<file path="config.mk">
export PLATFORM = sky130hd
export DESIGN_NAME = safe_keypad_arbiter_flat
export DESIGN_NICKNAME = d
export VERILOG_FILES = /design/src/rtl/safe_keypad_arbiter_if.sv /design/src/rtl/safe_keypad_arbiter.sv /design/src/flat_wrapper.sv
export SDC_FILE = /design/constraint.sdc
export NUM_CORES = 1
export LEC_CHECK = 0
export CORE_MARGIN = 2
export CORE_UTILIZATION = 45
export DETAILED_ROUTE_END_ITERATION = 16
export PLACE_DENSITY = 0.73
export SYNTH_ARGS = -nofsm -noshare
export SYNTH_HDL_FRONTEND = slang
export SYNTH_SLANG_ARGS = --single-unit
</file>
<file path="constraint.sdc">
create_clock -name clk -period 2.4 [get_ports clk]
set_clock_uncertainty 0.2 [all_clocks]
set_input_delay 0.72 -clock clk [delete_from_list [all_inputs] [get_ports clk]]
set_output_delay 0.72 -clock clk [all_outputs]
set_load 0.05 [all_outputs]
</file>
<file path="src/rtl/safe_keypad_arbiter_if.sv">
// safe_keypad_arbiter_if: requester-side and lock-core-side signals of the
// keypad arbiter. master = environment/bench, slave = the arbiter.
interface safe_keypad_arbiter_if;
   logic [1:0] req;
   logic [3:0] btn0;
   logic       btn0_vld;
   logic [3:0] btn1;
   logic       btn1_vld;
   logic [1:0] ms_req;
   logic       core_locked;
   logic [3:0] core_btn;
   logic       core_ms;
   logic [1:0] gnt;
   logic       timeout;
   logic       drop;

   modport master (
      output req, btn0, btn0_vld, btn1, btn1_vld, ms_req, core_locked,
      input  core_btn, core_ms, gnt, timeout, drop
   );

   modport slave (
      input  req, btn0, btn0_vld, btn1, btn1_vld, ms_req, core_locked,
      output core_btn, core_ms, gnt, timeout, drop
   );
endinterface

</file>
<file path="src/rtl/safe_keypad_arbiter.sv">
// safe_keypad_arbiter: grants exclusive lock-core sessions to two keypad
// requesters (0 = front panel, 1 = remote), forwards single-cycle button
// codes, and frees the session on release, lockout or inactivity timeout.
// Optional feature macro: REMOTE_MS_EN (requester 1 may drive core_ms).
module safe_keypad_arbiter #(
   parameter int unsigned TIMEOUT_CYC = 1000,
   parameter int unsigned GAP_CYC     = 4
) (
   input logic                  clk,
   input logic                  rst,
   safe_keypad_arbiter_if.slave bus
);
   localparam int unsigned CNT_W = $clog2(TIMEOUT_CYC + 1);
   localparam int unsigned GAP_W = $clog2(GAP_CYC + 1);
   localparam logic [CNT_W-1:0] CNT_LAST = CNT_W'(TIMEOUT_CYC - 1);
   localparam logic [CNT_W-1:0] CNT_MAX  = CNT_W'(TIMEOUT_CYC);
   localparam logic [GAP_W-1:0] GAP_LAST = GAP_W'(GAP_CYC - 1);

   localparam logic [1:0] S_IDLE  = 2'd0;
   localparam logic [1:0] S_GRANT = 2'd1;
   localparam logic [1:0] S_SPACE = 2'd2;
   localparam logic [1:0] S_GAP   = 2'd3;

   localparam logic [3:0] BTN_NONE = 4'b1111;

   logic [1:0]       r_state, w_state_nxt;
   logic [1:0]       r_gnt, w_gnt_nxt;
   logic [3:0]       r_core_btn, w_btn_nxt;
   logic             r_core_ms, w_ms_nxt;
   logic             r_timeout, w_to_nxt;
   logic             r_drop, w_drop_nxt;
   logic             r_rr, w_rr_nxt;
   logic [CNT_W-1:0] r_cnt, w_cnt_nxt;
   logic [GAP_W-1:0] r_gap, w_gap_nxt;

   logic             w_win;
   logic [3:0]       w_sel_btn;
   logic             w_sel_vld;
   logic             w_press;
   logic             w_release;

   // Granted requester's press: a strobe carrying a real (non-idle) code.
   assign w_sel_btn = r_gnt[1] ? bus.btn1 : bus.btn0;
   assign w_sel_vld = r_gnt[1] ? bus.btn1_vld : bus.btn0_vld;
   assign w_press   = w_sel_vld && (w_sel_btn != BTN_NONE);
   // Lockout during a session ends it exactly like a release.
   assign w_release = ((r_gnt & bus.req) == 2'b00) || bus.core_locked;

`ifdef REMOTE_MS_EN
   assign w_ms_nxt = |(w_gnt_nxt & bus.ms_req);
`else
   assign w_ms_nxt = (w_gnt_nxt == 2'b01) && bus.ms_req[0];
   logic w_unused_ms1;
   assign w_unused_ms1 = bus.ms_req[1];
`endif

   // Next-state logic for session FSM, counters and output pulses.
   always_comb begin
      w_state_nxt = r_state;
      w_gnt_nxt   = r_gnt;
      w_btn_nxt   = BTN_NONE;
      w_cnt_nxt   = r_cnt;
      w_gap_nxt   = r_gap;
      w_rr_nxt    = r_rr;
      w_to_nxt    = 1'b0;
      w_drop_nxt  = 1'b0;
      w_win       = 1'b0;
      case (r_state)
         S_IDLE: begin
            w_gnt_nxt = 2'b00;
            if (!bus.core_locked && (bus.req != 2'b00)) begin
               case (bus.req)
                  2'b01:   w_win = 1'b0;
                  2'b10:   w_win = 1'b1;
                  default: w_win = r_rr;
               endcase
               // Pointer moves past every winner, so a tie after a lone grant
               // goes to the requester that was not just served.
               w_rr_nxt    = ~w_win;
               w_gnt_nxt   = w_win ? 2'b10 : 2'b01;
               w_cnt_nxt   = '0;
               w_state_nxt = S_GRANT;
            end
         end
         S_GRANT, S_SPACE: begin
            if (w_release || (r_cnt == CNT_LAST)) begin
               w_to_nxt    = !w_release;
               w_drop_nxt  = w_press;
               w_gnt_nxt   = 2'b00;
               w_gap_nxt   = '0;
               w_state_nxt = S_GAP;
            end else if ((r_state == S_GRANT) && w_press) begin
               w_btn_nxt   = w_sel_btn;
               w_cnt_nxt   = '0;
               w_state_nxt = S_SPACE;
            end else begin
               w_drop_nxt  = (r_state == S_SPACE) && w_press;
               if (r_cnt != CNT_MAX) begin
                  w_cnt_nxt = r_cnt + 1'b1;
               end
               w_state_nxt = S_GRANT;
            end
         end
         S_GAP: begin
            w_gnt_nxt = 2'b00;
            if (r_gap == GAP_LAST) begin
               w_gap_nxt   = '0;
               w_state_nxt = S_IDLE;
            end else begin
               w_gap_nxt = r_gap + 1'b1;
            end
         end
         default: begin
            w_gnt_nxt   = 2'b00;
            w_state_nxt = S_IDLE;
         end
      endcase
   end

   // Register state and all outputs; synchronous active-high reset.
   always_ff @(posedge clk) begin
      if (rst) begin
         r_state    <= S_IDLE;
         r_gnt      <= 2'b00;
         r_core_btn <= BTN_NONE;
         r_core_ms  <= 1'b0;
         r_timeout  <= 1'b0;
         r_drop     <= 1'b0;
         r_rr       <= 1'b0;
         r_cnt      <= '0;
         r_gap      <= '0;
      end else begin
         r_state    <= w_state_nxt;
         r_gnt      <= w_gnt_nxt;
         r_core_btn <= w_btn_nxt;
         r_core_ms  <= w_ms_nxt;
         r_timeout  <= w_to_nxt;
         r_drop     <= w_drop_nxt;
         r_rr       <= w_rr_nxt;
         r_cnt      <= w_cnt_nxt;
         r_gap      <= w_gap_nxt;
      end
   end

   assign bus.core_btn = r_core_btn;
   assign bus.core_ms  = r_core_ms;
   assign bus.gnt      = r_gnt;
   assign bus.timeout  = r_timeout;
   assign bus.drop     = r_drop;
endmodule

</file>
<file path="src/flat_wrapper.sv">
// flat-port wrapper written by rule: the top's interface ports become plain ports
module safe_keypad_arbiter_flat 
#(
   parameter int unsigned TIMEOUT_CYC = 1000,
   parameter int unsigned GAP_CYC     = 4
)
  (clk, rst, bus_req, bus_btn0, bus_btn0_vld, bus_btn1, bus_btn1_vld, bus_ms_req, bus_core_locked, bus_core_btn, bus_core_ms, bus_gnt, bus_timeout, bus_drop);
  safe_keypad_arbiter_if bus_i ();
  input logic clk;
  input logic rst;
  input wire logic [$bits(bus_i.req)-1:0] bus_req;
  input wire logic [$bits(bus_i.btn0)-1:0] bus_btn0;
  input wire logic [$bits(bus_i.btn0_vld)-1:0] bus_btn0_vld;
  input wire logic [$bits(bus_i.btn1)-1:0] bus_btn1;
  input wire logic [$bits(bus_i.btn1_vld)-1:0] bus_btn1_vld;
  input wire logic [$bits(bus_i.ms_req)-1:0] bus_ms_req;
  input wire logic [$bits(bus_i.core_locked)-1:0] bus_core_locked;
  output wire logic [$bits(bus_i.core_btn)-1:0] bus_core_btn;
  output wire logic [$bits(bus_i.core_ms)-1:0] bus_core_ms;
  output wire logic [$bits(bus_i.gnt)-1:0] bus_gnt;
  output wire logic [$bits(bus_i.timeout)-1:0] bus_timeout;
  output wire logic [$bits(bus_i.drop)-1:0] bus_drop;
  assign bus_i.req = bus_req;
  assign bus_i.btn0 = bus_btn0;
  assign bus_i.btn0_vld = bus_btn0_vld;
  assign bus_i.btn1 = bus_btn1;
  assign bus_i.btn1_vld = bus_btn1_vld;
  assign bus_i.ms_req = bus_ms_req;
  assign bus_i.core_locked = bus_core_locked;
  assign bus_core_btn = bus_i.core_btn;
  assign bus_core_ms = bus_i.core_ms;
  assign bus_gnt = bus_i.gnt;
  assign bus_timeout = bus_i.timeout;
  assign bus_drop = bus_i.drop;
  safe_keypad_arbiter #(.TIMEOUT_CYC(TIMEOUT_CYC), .GAP_CYC(GAP_CYC)) u_core (.clk(clk), .rst(rst), .bus(bus_i));
endmodule
</file>
After elaboration in Yosys (flattened, before gate mapping)
Cells that the tools add are included.

Bitwise operators: 5. Multiplexer cells: 24. Add/sub/neg operators: 2. Reduce and logical (&&, ||, !) cells: 22. Equality and inequality tests: 15.

Operators by type and width (count): $mux 10 (4); $pmux 10 s2 (1); $mux 2 (7); $pmux 2 s3 (2); $add 10x1->10 const B (1); $eq 10x10->1 const B (1); $ne 10x10->1 const B (1); $eq 2x1->1 const B (3); $eq 2x2->1 const B (3); $mux 3 (2); $ne 2x1->1 const B (3); $pmux 3 s2 (1); $reduce_and 2->1 (3); $reduce_bool 2->1 (3); $logic_and 1x1->1 (5); $mux 1 (5); $logic_not 2->1 (2); $mux 4 (1); $ne 4x4->1 const B (1); $not 1->1 (4); $reduce_and 4->1 (1); $reduce_or 2->1 (2); $reduce_or 4->1 (1); $add 3x1->3 const B (1); other kinds (8) (10).

Input bits: 17. Output and inout port bits: 9. Flip-flop bits (word level): 25. Logic and storage cells: 77.

Depth between registers and ports, before layout
Word-level depth: 9. Gate-level depth with buffers: 9. Mapped depth without buffers: 7.

Least setup slack after synthesis
OpenSTA, ideal clock, no wires.

Path type: input -> register. Start point: input port bus_req[0]. End point: register u_core.r_cnt[2]. Required time: 2.099 ns. Arrival time: 2.069 ns. Path slack: 0.029 ns. Cell stages on the path: 8. Setup time: 0.101 ns. Buffers on the path: 1. Cells stage by stage: inv_1 > ha_1 > o21a_1 > nor2_1 > and4_1 > clkbuf_1 > nand2_1 > o41ai_1.

Longest elaborated chain between the ends: 6. Elaborated cells between the ends (all ways): 9. Classes of those cells: 2 x eq/ne; 1 x bitwise; 6 x reduce/logical.

RTL lines: start, declared (line flat_wrapper.sv:11) `input wire logic [$bits(bus_i.req)-1:0] bus_req;`; $and 2x2->2 (line safe_keypad_arbiter.sv:47) `assign w_release = ((r_gnt & bus.req) == 2'b00) || bus.core_locked;`; $logic_not 2->1 (line safe_keypad_arbiter.sv:47); $logic_or 1x1->1 (line safe_keypad_arbiter.sv:47); $logic_or 1x1->1 (line safe_keypad_arbiter.sv:86) `if (w_release || (r_cnt == CNT_LAST)) begin`; $ne 2x2->1 (no source line); $reduce_and 4->1 (no source line) *; end signal, assigned (line safe_keypad_arbiter.sv:140) `r_cnt <= w_cnt_nxt;`; end, declared (line safe_keypad_arbiter.sv:33) `logic [CNT_W-1:0] r_cnt, w_cnt_nxt;`.

Every way passes the cells marked *; elsewhere a longest branch is shown, timed or not. A chain may end at the register's enable or synchronous reset.

Final worst setup path
Start point: input port bus_req[0]. End point: register u_core.r_cnt[8].

Same word-level chain as after synthesis.

==> impl_metrics.csv <==
group,metric,value,unit
timing,setup_viol,0,
power_and_ir_drop,powerDensity,509,nW/um^2
worst_setup_path,cp.arrival,2440,ps
global_route,grt_util_all_layers,21.2,%
yosys,avgSynthCellArea,8.26,sq um
timing,fin_crit,2380,ps
worst_setup_path,rr_worst_depth,6,
timing,maxSlewViolCount,0,
final_layout,antenna_cells,0,
timing,tightest_slew,837,ps
power_and_ir_drop,p_int,0.670,mW
drt,drtIter0Drc,59,
final_layout,nets,247,
timing,fmax,0.421,GHz
drt,routedWlPerCell,14.5,microns
drt,dr.pass1.iters,4,
final_layout,fin_util,65.6,%
worst_setup_path,slowest_stage,"clkdlybuf4s50_1",
floorplanning,die_x,60.7,microns
floorplanning,fp.coreArea,3050,sq um
worst_setup_path,rr_endpoint,"u_core.r_state[1]",
worst_setup_path,crit_start,"bus_req[0]",
clocking,clock-sinks,25,
drt,wirelength,3.82,mm
placement,gp_congestion,0.875,
global_route,grt_pass1_vias,1390,
final_layout,mostFrequentLayoutCells,"25 x dfxtp_1, 24 x buf_4, 17 x nand2_1",
clocking,cts_made_buffers,3,
global_route,grt_max_degree,14,
worst_setup_path,cp_data_required_time,2460,ps
clocking,clkTransAtPathRegs,150,ps
placement,hpwl,2.81,mm
placement,port_buffers,24,
yosys,synthFlopType,"dfxtp_1",
drt,drc_errors,0,
worst_setup_path,r2r_slack,100,ps
timing,fin_tns_setup,0,ps
final_layout,fillers,262,
worst_setup_path,max_stage_delay,470,ps
clocking,cts_tree,"built",
timing,maxSlewHeadroom,43.8,%
final_layout,drive_gt1_share,21.0,%
clocking,htree_levels,1,
global_route,antenna_found_initial,0,
floorplanning,die_h,60.7,microns
worst_setup_path,path_cells,"clkdlybuf4s50_1 > inv_1 > ha_1 > o21a_1 > nor2_1 > and4_1 > nand2_2 > o41ai_2",
floorplanning,start_util,47.3,%
worst_setup_path,timing.rr.start,"u_core.r_cnt[0]",
worst_hold_path,hold_class,"register to register",
power_and_ir_drop,p_switching,0.350,mW
power_and_ir_drop,p_leak,0.789,nW
worst_setup_path,path_max_fanout,4,
job,cap_violations,0,
timing,rsz0062_at_grt,"true",
final_layout,area_growth_syn_to_layout,38.5,%
yosys,ys_seq_area_share,34.6,%
power_and_ir_drop,p_total,1.02,mW
clocking,clk_latency,340,ps
yosys,syn_area,1450,sq um
worst_setup_path,endpoint,"u_core.r_cnt[8]",
yosys,synth_seq_cells,25,
final_layout,layout_commonest_cell,"dfxtp_1",
yosys,syn_nets,202,
timing,hold_viol_final,0,
floorplanning,rows,20,
outcome,status,"finished clean",
clocking,cts-root-buf,"clkbuf_4",
drt,post_drt_via_cell_ratio,5.60,
floorplanning,io_pins,26,
clocking,post_cts_buffers,0,
floorplanning,die-area,3680,sq um
power_and_ir_drop,peakVddDrop,0.000329,V
yosys,yosys_warnings,0,
clocking,clk_path_buf_depth,2,
worst_setup_path,start_kind,"input pin",
drt,via_count,1473,
yosys,syn_inst,175,
worst_setup_path,worstSetupPathType,"input pin to register",
yosys,synth-async-reset-ratio,0,%
power_and_ir_drop,p_comb_share,36.9,%
global_route,grt_overflow_total,0,
yosys,synth_cell_type_count,42,
yosys,synth_edf_count,0,
power_and_ir_drop,seqPwrFrac,43.0,%
power_and_ir_drop,p_sw_share,34.3,%
timing,fin_crit_sh,99.0,%
power_and_ir_drop,p_clk_share,20.1,%
drt,ant_nets,0,
global_route,grt_pass1_wl,5.97,mm
worst_setup_path,end_kind,"register",
==> sequential cells by signal (all words and copies together), names as in the netlist <==
signal	flops
u_core.r_state	2
u_core.bus.gnt	2
u_core.r_rr	1
u_core.bus.drop	1
u_core.bus.timeout	1
u_core.bus.core_ms	1
u_core.r_cnt	10
u_core.r_gap	3
u_core.bus.core_btn	4
==> cell usage after synthesis, types with 2 or more instances <==
cell	count	area, sq um
a211oi_1	2	15.0
a21oi_1	4	20.0
a31oi_1	11	68.8
and3_1	2	12.5
buf_2	2	10.0
clkbuf_1	4	15.0
dfxtp_1	25	500
ha_1	10	125
inv_1	14	52.6
mux2i_1	8	80.1
nand2_1	18	67.6
nand2b_1	5	31.3
nand3_1	9	45.0
nand3b_1	4	30.0
nor2_1	15	56.3
nor3_1	8	40.0
o21a_1	2	15.0
o21ai_0	5	25.0
o32ai_1	2	17.5
o41ai_1	3	26.3
==> power by group through the flow <==
| stage | Sequential, mW | Clock (mW) | Combinational [mW] |
|---|---|---|---|
| 2_1_floorplan | 0.459 | 0 | 0.172 |
| 3_3_place_gp | 0.446 | 0 | 0.315 |
| 3_5_place_dp | 0.448 | 0 | 0.326 |
| 4_1_cts | 0.438 | 0.206 | 0.327 |
| 5_1_grt | 0.440 | 0.220 | 0.407 |
| 6_report | 0.438 | 0.205 | 0.377 |
==> critical path, delay by kind of cell <==
family | cells | cell delay, ps
simple gates | 3 | 480
fa+ha+maj | 1 | 210
compound gates | 2 | 490
buf+inv | 2 | 530
==> metal layers <==
metal	wire length, microns	GRT usage (%)	vias to the layer above	share of wire [%]
li1	-	-	718	-
met1	1610	26.1	697	42
met2	1970	36.9	47	51
met3	167	3.20	11	4.4
met4	76	9.01	0	2.0
met5	0	0	-	0
==> area by class of cell <==
class	instances	area [sq um]	share of cell area [%]
Multi-Input combinational cell	128	943	47.1
Tap cell	44	55.1	2.75
Clock buffer	4	26.3	1.31
Timing Repair Buffer	47	420	21.0
Inverter	15	56.3	2.81
Sequential cell	25	500	25.0
==> worst min path at each step <==
stage	end	from	depth (start not counted)	slack, ps
after floorplan	u_core.r_cnt[8]	u_core.r_cnt[8]	1	240
after global placement	u_core.r_cnt[8]	u_core.r_cnt[8]	1	260
after detailed placement	u_core.r_cnt[8]	u_core.r_cnt[8]	1	270
after CTS	u_core.r_cnt[8]	u_core.r_cnt[8]	1	290
after global routing	u_core.r_cnt[8]	u_core.r_cnt[8]	1	340
final	u_core.r_state[1]	u_core.r_state[1]	2	310
==> kinds of logic (layout without fill, tap and decap cells) <==
family / Yosys count / in the layout / share of synthesized area, %
muxes: 8 / 8 / 5.54
and+or+nand+nor: 72 / 72 / 25.7
adders and majority gates: 10 / 10 / 8.66
DFF: 25 / 25 / 34.6
buffers and inverters: 22 / 66 / 6.41
AOI/OAI and AO/OA: 38 / 38 / 19.0
==> metrics by stage <==
step,hold slack [ps],setup slack [ps],area (sq um),std cells
after floorplan,237,29.5,1450,175
after global placement,258,-359,1880,259
after detailed placement,269,-396,1880,259
after CTS,288,-19.5,1910,263
after global routing,343,-15.7,2000,263
final,309,24.0,2000,263
==> repair_timing <==
action | CTS | global route
pin swaps | 2 | 4
hold buffers | 0 | 0
endpoints found under the setup margin | 5 | 13
gates resized for setup | 4 | 17
No activity file was read; power rests on OpenSTA's default activity.
